==> config.mk <==
export PLATFORM = sky130hd
export DESIGN_NAME = keypad_scanner
export DESIGN_NICKNAME = d
export VERILOG_FILES = /design/src/rtl/calc_pkg.sv /design/src/rtl/sync2.sv /design/src/rtl/keypad_scanner.sv
export SDC_FILE = /design/constraint.sdc
export NUM_CORES = 1
export LEC_CHECK = 0
export ABC_AREA = 1
export BUFFER_PORTS_ARGS = -buffer_cell sky130_fd_sc_hd__buf_2
export CAP_MARGIN = 20
export CORE_MARGIN = 4
export CORE_UTILIZATION = 61
export CTS_CLUSTER_DIAMETER = 150
export CTS_CLUSTER_SIZE = 24
export DETAILED_ROUTE_END_ITERATION = 7
export GPL_ROUTABILITY_DRIVEN = 0
export MAX_ROUTING_LAYER = met4
export PLACE_DENSITY = 0.78
export SKIP_LAST_GASP = 1
export SYNTH_ARGS = -nofsm -noshare
export SYNTH_HDL_FRONTEND = slang
export SYNTH_SLANG_ARGS = --single-unit
export TNS_END_PERCENT = 5
==> constraint.sdc <==
create_clock -name clk -period 2.3 [get_ports clk]
set_input_delay 0.46 -clock clk [delete_from_list [all_inputs] [get_ports clk]]
set_output_delay 0.46 -clock clk [all_outputs]
set_load 0.01 [all_outputs]
==> src/rtl/calc_pkg.sv <==
// calc_pkg
// Shared definitions for the calculator front end: keycode constants used by
// both the keypad scanner and the input handler, the scanner state encoding,
// and the combinational helpers for turning a row/column hit into a keycode.
package calc_pkg;

    localparam logic [3:0] KEY_CLEAR = 4'hA;
    localparam logic [3:0] KEY_EXEC  = 4'hB;
    localparam logic [3:0] KEY_DIV   = 4'hC;
    localparam logic [3:0] KEY_MUL   = 4'hD;
    localparam logic [3:0] KEY_SUB   = 4'hE;
    localparam logic [3:0] KEY_ADD   = 4'hF;

    typedef enum logic [1:0] {
        ST_SCAN     = 2'd0,
        ST_DEBOUNCE = 2'd1,
        ST_RELEASE  = 2'd2
    } scan_state_e;

    // Physical key position to keycode. Digits stay below KEY_CLEAR so the
    // input handler can classify with a single compare.
    function automatic logic [3:0] key_lookup(input logic [1:0] row, input logic [1:0] col);
        logic [3:0] code;
        case ({row, col})
            4'b00_00: code = 4'h1;
            4'b00_01: code = 4'h2;
            4'b00_10: code = 4'h3;
            4'b00_11: code = KEY_ADD;
            4'b01_00: code = 4'h4;
            4'b01_01: code = 4'h5;
            4'b01_10: code = 4'h6;
            4'b01_11: code = KEY_SUB;
            4'b10_00: code = 4'h7;
            4'b10_01: code = 4'h8;
            4'b10_10: code = 4'h9;
            4'b10_11: code = KEY_MUL;
            4'b11_00: code = KEY_CLEAR;
            4'b11_01: code = 4'h0;
            4'b11_10: code = KEY_EXEC;
            default:  code = KEY_DIV;
        endcase
        return code;
    endfunction

    // Returns {hit, index}: hit is set only when exactly one column is low.
    function automatic logic [2:0] col_decode(input logic [3:0] col_n);
        logic [2:0] res;
        case (col_n)
            4'b1110: res = 3'b1_00;
            4'b1101: res = 3'b1_01;
            4'b1011: res = 3'b1_10;
            4'b0111: res = 3'b1_11;
            default: res = 3'b0_00;
        endcase
        return res;
    endfunction

endpackage

==> src/rtl/sync2.sv <==
// sync2
// Two-flop synchroniser for asynchronous inputs, with a caller-supplied
// idle value loaded on reset.
//   clk        system clock
//   reset_n    synchronous active-low reset
//   rst_val_i  value both stages take during reset
//   d_i        asynchronous input
//   q_o        synchronised output (2 cycles latency)
module sync2 #(
    parameter int WIDTH = 4
) (
    input  logic             clk,
    input  logic             reset_n,
    input  logic [WIDTH-1:0] rst_val_i,
    input  logic [WIDTH-1:0] d_i,
    output logic [WIDTH-1:0] q_o
);

    logic [WIDTH-1:0] meta_q;
    logic [WIDTH-1:0] sync_q;

    always_ff @(posedge clk) begin
        if (!reset_n) begin
            meta_q <= rst_val_i;
            sync_q <= rst_val_i;
        end else begin
            meta_q <= d_i;
            sync_q <= meta_q;
        end
    end

    assign q_o = sync_q;

endmodule

==> src/rtl/keypad_scanner.sv <==
// keypad_scanner
// Scans a 4x4 active-low matrix keypad one row at a time, debounces the press
// and the release of a single key, and emits one keystrobe per press.
//   clk        system clock
//   reset_n    synchronous active-low reset
//   col_n      column returns, active-low, asynchronous
//   row_n      row drives, active-low, exactly one low (registered)
//   keystrobe  one-cycle pulse per accepted press
//   keycode    code of the last accepted key, held between strobes
//   key_held   high from the strobe until the release is accepted
//
// state       | meaning
// ST_SCAN     | drive current row for SCAN_CYCLES, then sample columns
// ST_DEBOUNCE | row frozen, latched column must stay stable DEBOUNCE_CYCLES
// ST_RELEASE  | row frozen, all columns must stay high DEBOUNCE_CYCLES
module keypad_scanner
    import calc_pkg::*;
#(
    parameter int SCAN_CYCLES     = 1000,
    parameter int DEBOUNCE_CYCLES = 20000
) (
    input  logic       clk,
    input  logic       reset_n,
    input  logic [3:0] col_n,
    output logic [3:0] row_n,
    output logic       keystrobe,
    output logic [3:0] keycode,
    output logic       key_held
);

    localparam int SW = $clog2(SCAN_CYCLES);
    localparam int DW = $clog2(DEBOUNCE_CYCLES);
    localparam logic [SW-1:0] SCAN_LAST = SW'(SCAN_CYCLES - 1);
    localparam logic [DW-1:0] DEB_LAST  = DW'(DEBOUNCE_CYCLES - 1);

    logic [3:0]    col_s;
    scan_state_e   state_q, state_d;
    logic [1:0]    row_q, row_d;
    logic [3:0]    row_n_q, row_n_d;
    logic [1:0]    col_q, col_d;
    logic [SW-1:0] dwell_q, dwell_d;
    logic [DW-1:0] deb_q, deb_d;
    logic          strobe_q, strobe_d;
    logic [3:0]    code_q, code_d;
    logic          held_q, held_d;
    logic          col_hit;
    logic [1:0]    col_idx;
    logic [3:0]    col_pat;

    sync2 #(.WIDTH(4)) u_col_sync (
        .clk      (clk),
        .reset_n  (reset_n),
        .rst_val_i(4'b1111),
        .d_i      (col_n),
        .q_o      (col_s)
    );

    assign {col_hit, col_idx} = col_decode(col_s);
    // Only one column can be latched, so the expected pattern follows from it.
    assign col_pat = ~(4'b0001 << col_q);

    always_comb begin
        state_d  = state_q;
        row_d    = row_q;
        col_d    = col_q;
        dwell_d  = dwell_q;
        deb_d    = deb_q;
        strobe_d = 1'b0;
        code_d   = code_q;
        held_d   = held_q;
        case (state_q)
            ST_SCAN: begin
                if (dwell_q == SCAN_LAST) begin
                    dwell_d = '0;
                    if (col_hit) begin
                        state_d = ST_DEBOUNCE;
                        col_d   = col_idx;
                        deb_d   = '0;
                    end else begin
                        row_d = row_q + 2'd1;
                    end
                end else begin
                    dwell_d = dwell_q + SW'(1);
                end
            end
            ST_DEBOUNCE: begin
                if (col_s != col_pat) begin
                    state_d = ST_SCAN;
                    dwell_d = '0;
                    deb_d   = '0;
                end else if (deb_q == DEB_LAST) begin
                    state_d  = ST_RELEASE;
                    deb_d    = '0;
                    strobe_d = 1'b1;
                    code_d   = key_lookup(row_q, col_q);
                    held_d   = 1'b1;
                end else begin
                    deb_d = deb_q + DW'(1);
                end
            end
            ST_RELEASE: begin
                if (col_s != 4'b1111) begin
                    deb_d = '0;
                end else if (deb_q == DEB_LAST) begin
                    state_d = ST_SCAN;
                    deb_d   = '0;
                    dwell_d = '0;
                    row_d   = row_q + 2'd1;
                    held_d  = 1'b0;
                end else begin
                    deb_d = deb_q + DW'(1);
                end
            end
            default: begin
                state_d = ST_SCAN;
                dwell_d = '0;
                deb_d   = '0;
            end
        endcase
        row_n_d = ~(4'b0001 << row_d);
    end

    always_ff @(posedge clk) begin
        if (!reset_n) begin
            state_q  <= ST_SCAN;
            row_q    <= 2'd0;
            row_n_q  <= 4'b1110;
            col_q    <= 2'd0;
            dwell_q  <= '0;
            deb_q    <= '0;
            strobe_q <= 1'b0;
            code_q   <= 4'h0;
            held_q   <= 1'b0;
        end else begin
            state_q  <= state_d;
            row_q    <= row_d;
            row_n_q  <= row_n_d;
            col_q    <= col_d;
            dwell_q  <= dwell_d;
            deb_q    <= deb_d;
            strobe_q <= strobe_d;
            code_q   <= code_d;
            held_q   <= held_d;
        end
    end

    assign row_n     = row_n_q;
    assign keystrobe = strobe_q;
    assign keycode   = code_q;
    assign key_held  = held_q;

endmodule
# Word-level counts from Yosys, hierarchy flattened
# Memory sizes are Yosys's and may differ from the RTL's. A register that Yosys moved wholly into a read port is not among the register bits.
# Index checks and enable logic that the tools add are counted.
dict set report word_totals {
  reg_bits 45
  latchBits 0
  ram_bits 0
  mem_bits_ro 64
  inputBits 6
  n_memories 1
}
dict set report classes {
  n_addsub 3
  n_mul 0
  div_mod_pow 0
  magnitude_cmp 0
  n_eq_ne 18
  shifts 2
  muxes 30
  bitwise 5
  reduce_logical 10
}
# memory depth width read_ports rd_clocked_by_memory_dff wr line
set memory_table {}
lappend memory_table {{(name not given)} 16 4 1 1 0 calc_pkg.sv:24} ;# case ({row, col})
# op n
set op_table {}
lappend op_table {{two-way mux 15 bit} 5}
lappend op_table {{one-hot mux 15 bit (3 select lines)} 1}
lappend op_table {{two-way mux 10 bit} 4}
lappend op_table {{one-hot mux 10 bit (3 select lines)} 1}
lappend op_table {{two-way mux 2 bit} 10}
lappend op_table {{adder 15 x 1 -> 15 bit (second input constant)} 1}
lappend op_table {{equality test 15 bit (second input constant)} 1}
lappend op_table {{inequality test 2 bit (second input constant)} 7}
lappend op_table {{equality test 4 bit (second input constant)} 3}
lappend op_table {{one-hot mux 3 bit (4 select lines)} 1}
lappend op_table {{adder 10 x 1 -> 10 bit (second input constant)} 1}
lappend op_table {{equality test 10 bit (second input constant)} 1}
lappend op_table {{AND reduction 5 bit} 2}
lappend op_table {{AND reduction 3 bit} 3}
lappend op_table {{inverter 4 bit} 2}
lappend op_table {{<< shifter 1 x 2 -> 4 bit (first input constant)} 2}
lappend op_table {{one-hot mux 2 bit (3 select lines)} 1}
lappend op_table {{two-way mux 1 bit} 5}
lappend op_table {{equality test 4 x 3 -> 1 bit (second input constant)} 1}
lappend op_table {{inequality test 4 bit} 1}
lappend op_table {{inequality test 4 bit (second input constant)} 1}
lappend op_table {{one-hot mux 2 bit (2 select lines)} 1}
lappend op_table {{inequality test 3 bit (second input constant)} 1}
lappend op_table {{inverter 1 bit} 3}
lappend op_table {{9 further kinds} 9}

# Depth between registers and ports, before layout
dict set report logic_depth {
  depth_word 7
  ltp_mapped 12
}

# Modules after synthesis
# A second synthesis with hierarchy kept.
dict set report hier_totals {
  cells_unflattened 426
  area_unflattened_um2 2909.0
}
# module instances cells_each area_each_um2 seq_area_each_um2
set by_module_without_submodules {}
lappend by_module_without_submodules {keypad_scanner 1 396 2643.8 820.8}
lappend by_module_without_submodules {sync2 1 30 265.3 160.2}

# Least setup slack after synthesis
# OpenSTA, ideal clock, no wires.
dict set report synth_path {
  path_kind {register to register}
  start {reg col_q[0]}
  end {reg deb_q[12]}
  setup_time_ns 0.064
  arrival_ns 1.526
  required_ns 2.236
  path_slack_ns 0.711
  path_stages_with_launch 13
  synth_period_minus_slack_ns 1.589
  cell_sequence {dfxtp_1 -> inv_1 -> ha_1 -> nand2_1 -> nand2_1 -> nor2_1 -> nand3_2 -> nand2_1 -> nand2_1 -> nand2_1 -> nand2_1 -> buf_6 -> nor2_1}
}
dict set report synth_via {
  elab_chain_len 5
}
# element line
set synth_rtl {}
lappend synth_rtl {{start, declared} keypad_scanner.sv:40} ;# logic [1:0] col_q, col_d;
lappend synth_rtl {{start signal, assigned} keypad_scanner.sv:138} ;# col_q <= col_d;
lappend synth_rtl {{<< shifter 1 x 2 -> 4 bit} keypad_scanner.sv:60} ;# assign col_pat = ~(4'b0001 << col_q);
lappend synth_rtl {{inverter 4 bit} keypad_scanner.sv:60}
lappend synth_rtl {{inequality test 4 bit} keypad_scanner.sv:87} ;# if (col_s != col_pat) begin
lappend synth_rtl {{two-way mux 15 bit} keypad_scanner.sv:87}
lappend synth_rtl {{one-hot mux 15 bit (3 select lines)} keypad_scanner.sv:71} ;# case (state_q)
lappend synth_rtl {{end signal, assigned} keypad_scanner.sv:130} ;# deb_q <= '0;
lappend synth_rtl {{end signal, assigned} keypad_scanner.sv:140} ;# deb_q <= deb_d;
lappend synth_rtl {{end, declared} keypad_scanner.sv:42} ;# logic [DW-1:0] deb_q, deb_d;
# No other way between the ends.
# A chain may end at the register's enable or synchronous reset.

# Final worst setup path
dict set report layout_path {
  start {reg dwell_q[0]}
  end {reg deb_q[1]}
}
dict set report layout_via {
  elab_chain_len 3
}
# element line
set layout_rtl {}
lappend layout_rtl {{start, declared} keypad_scanner.sv:41} ;# logic [SW-1:0] dwell_q, dwell_d;
lappend layout_rtl {{start signal, assigned} keypad_scanner.sv:139} ;# dwell_q <= dwell_d;
lappend layout_rtl {{equality test 10 bit} keypad_scanner.sv:73} ;# if (dwell_q == SCAN_LAST) begin
lappend layout_rtl {{inequality test 2 bit (no source line)} --}
lappend layout_rtl {{AND reduction 2 bit (no source line)} --}
# No other way between the ends.

==> results.toml <==
[clock_network]
cts.sinks = 49
cts_root_buffer = "clkbuf_8"
cts_resized = 0
cts_made_buffers = 5
cts_hold_buffers = 0
cts_tree = "yes"
cts_setup_buffers = 0
ctsHtreeMaxLevel = 2
clockBufferDepth = 2
worstSkewPairLatency_ps = 310
clkTransAtPathRegs_ps = 90

[finish]
num_antenna_cells = 0
fill_cells = 406
final_common_cell = "nand2_1"
nNetsFinal = 438
multi_input_area_mm2 = 0.00158
layout-drive-gt1-share = 0.156
seq_area_um2 = 981
final_cells = 474
mostFrequentLayoutCells = "nand2_1 (96), nor2_1 (59), dfxtp_1 (49)"
area_growth_pct = 5.69

[global_route]
grtUsageMet3 = 0.0545
grt_max_degree = 23
met2_usage = 0.309
top_usage_layer = "met2"
grt_pass1_wl_um = 9550
gr-total-overflow = 0
grt_pass1_vias = 2204
antenna_found_initial = 0
use_met1 = 0.259
track_usage = 0.201

[timing]
fmax_mhz = 489
fin_setup_tns_ps = 0
min_period_ps = 2050
post-route-period-util = 0.890
fin_worst_skew_ps = 11.4
setup_viol = 0
slew_viol_final = 0
finalHoldViolCount = 0
rsz0062_at_grt = "false"
worst_pin_slew_ps = 644
max_slew_margin = 0.570

[route]
firstDrtPassIters = 5
via_count = 2482
dr.first_iter.drc_count = 325
ant_nets = 0
route.detailed.drc = 0
drt-wirelength-per-cell_um = 11.8
wl_um = 5590
vias_per_cell = 5.24

[synthesis]
async_flop_share = 0
avgSynthCellArea_um2 = 6.88
synth.ff_latch_count = 49
synth-main-ff-cell = "dfxtp_1"
yosys_warnings = 0
synth_enable_flop_cells = 0
ys_seq_area_frac = 0.348
syn_inst = 409
syn_nets = 426
syn_area_mm2 = 0.00282
yosysUniqueCellTypes = 36

[floorplan]
die_w_um = 75.9
rows = 24
fp.dieH_um = 75.9
io_pins = 16
die-area_mm2 = 0.00577
initial_core_util = 0.638
core_mm2 = 0.00441

[setup_path]
worstPathCellList = "ha_1 > nand2_2 > nor2_4 > nand3_4 > nand2_4 > nand2_4 > clkinv_2 > nand2_1 > nand2_1 > nor3_1"
r2r_slack_ps = 250
critPathMaxFanout = 14
worstPathArrival_ps = 2270
cp_top_family = "simple AND/OR/NAND/NOR gates"
critPathSlowestCell = "dfxtp_1"
max_stage_delay_ps = 350
path_class = "flop to flop"
critPathCaptureType = "flop"
path_buf_inv = 1
cp-start-kind = "flop"
critPathRequiredTime_ps = 2520

[worst_hold_path]
hp-class = "input pin to flop"

[power_and_ir_drop]
power.leakage_nw = 1.25
peakVddDrop_mv = 0.316
p_per_area_mw_per_mm2 = 479

[place]
hpwl_um = 4180
port_buffers = 15
dp_cells = 466

[flow_run]
max_cap_viol_count = 0

[outcome]
status = "finished, final reports clean"
==> sequential cells by signal (all words and copies together) (netlist names) <==
register,cells
deb_q,15
dwell_q,10
keycode,4
row_n,4
u_col_sync.meta_q,4
u_col_sync.q_o,4
col_q,2
row_q,2
state_q,2
key_held,1
keystrobe,1
==> cells in the mapped netlist (2+ instances only) <==
| master | count | area [um2] |
|---|---|---|
| nor3_1 | 6 | 30.0 |
| nand2_4 | 3 | 33.8 |
| buf_6 | 4 | 45.0 |
| xor2_1 | 7 | 61.3 |
| nand4_1 | 10 | 62.6 |
| o21ai_1 | 6 | 30.0 |
| nor2_1 | 59 | 221 |
| nand3_1 | 29 | 145 |
| o21ai_0 | 9 | 45.0 |
| nor2_4 | 2 | 22.5 |
| ha_1 | 11 | 138 |
| xnor2_1 | 3 | 26.3 |
| or2_2 | 10 | 62.6 |
| nand2_1 | 96 | 360 |
| nor3b_1 | 2 | 15.0 |
| o21bai_1 | 3 | 22.5 |
| nand3_2 | 4 | 40.0 |
| inv_2 | 7 | 26.3 |
| nor2_2 | 10 | 62.6 |
| a21oi_1 | 17 | 85.1 |
| o31ai_1 | 3 | 22.5 |
| clkbuf_1 | 4 | 15.0 |
| dfxtp_1 | 49 | 981 |
| inv_1 | 40 | 150 |
| nand2_2 | 4 | 25.0 |
==> kinds of logic after synthesis <==
| group | Yosys count | synth area share |
|---|---|---|
| fa+ha+maj | 11 | 0.0489 |
| simple gates | 238 | 0.395 |
| flops | 49 | 0.348 |
| compound gates | 42 | 0.0849 |
| xor+xnor | 10 | 0.0311 |
| buf+inv | 59 | 0.0915 |
==> cell type report <==
class / instances / share of cell area
Clock inverter: 2 / 0.00505
Inverter: 49 / 0.0631
Clock buffer: 6 / 0.0244
Tap cell: 52 / 0.0219
Timing Repair Buffer: 15 / 0.0252
Multi-Input combinational cell: 301 / 0.531
Sequential cell: 49 / 0.330
==> where the power goes <==
part | internal (W) | switching (W)
clock network | 0.000214 | 0.000284
registers | 0.000858 | 0.00000822
logic | 0.0000210 | 0.0000391
==> path summary, 6_finish.rpt <==
check / cells past startpoint / end / startpoint
setup / recovery: 10 / deb_q[1] / dwell_q[0]
hold / removal: 2 / u_col_sync.meta_q[1] / col_n[1]
setup reg to reg: 10 / deb_q[1] / dwell_q[0]
hold reg to reg: 1 / u_col_sync.q_o[0] / u_col_sync.meta_q[0]
==> per-stage QoR <==
stage                     worst slack (ps)  hold slack, ps  utilization  area, um2  power [W]
after global placement                 353             393        0.654       2890   0.000944
after detailed placement               226             399        0.654       2890   0.000946
after floorplan                        711             393            -       2820   0.000932
after CTS                              177             329        0.673       2970    0.00144
final                                  254             331        0.674       2980    0.00143
after global routing                  12.1             323        0.674       2980    0.00149
==> per-layer routing <==
layer,vias to the layer above,part of all wire
met1,1075,0.48
met4,0,0.018
met5,-,0
met2,69,0.45
li1,1324,-
met3,14,0.053
Note: power is estimated with default switching activity, not from simulation.
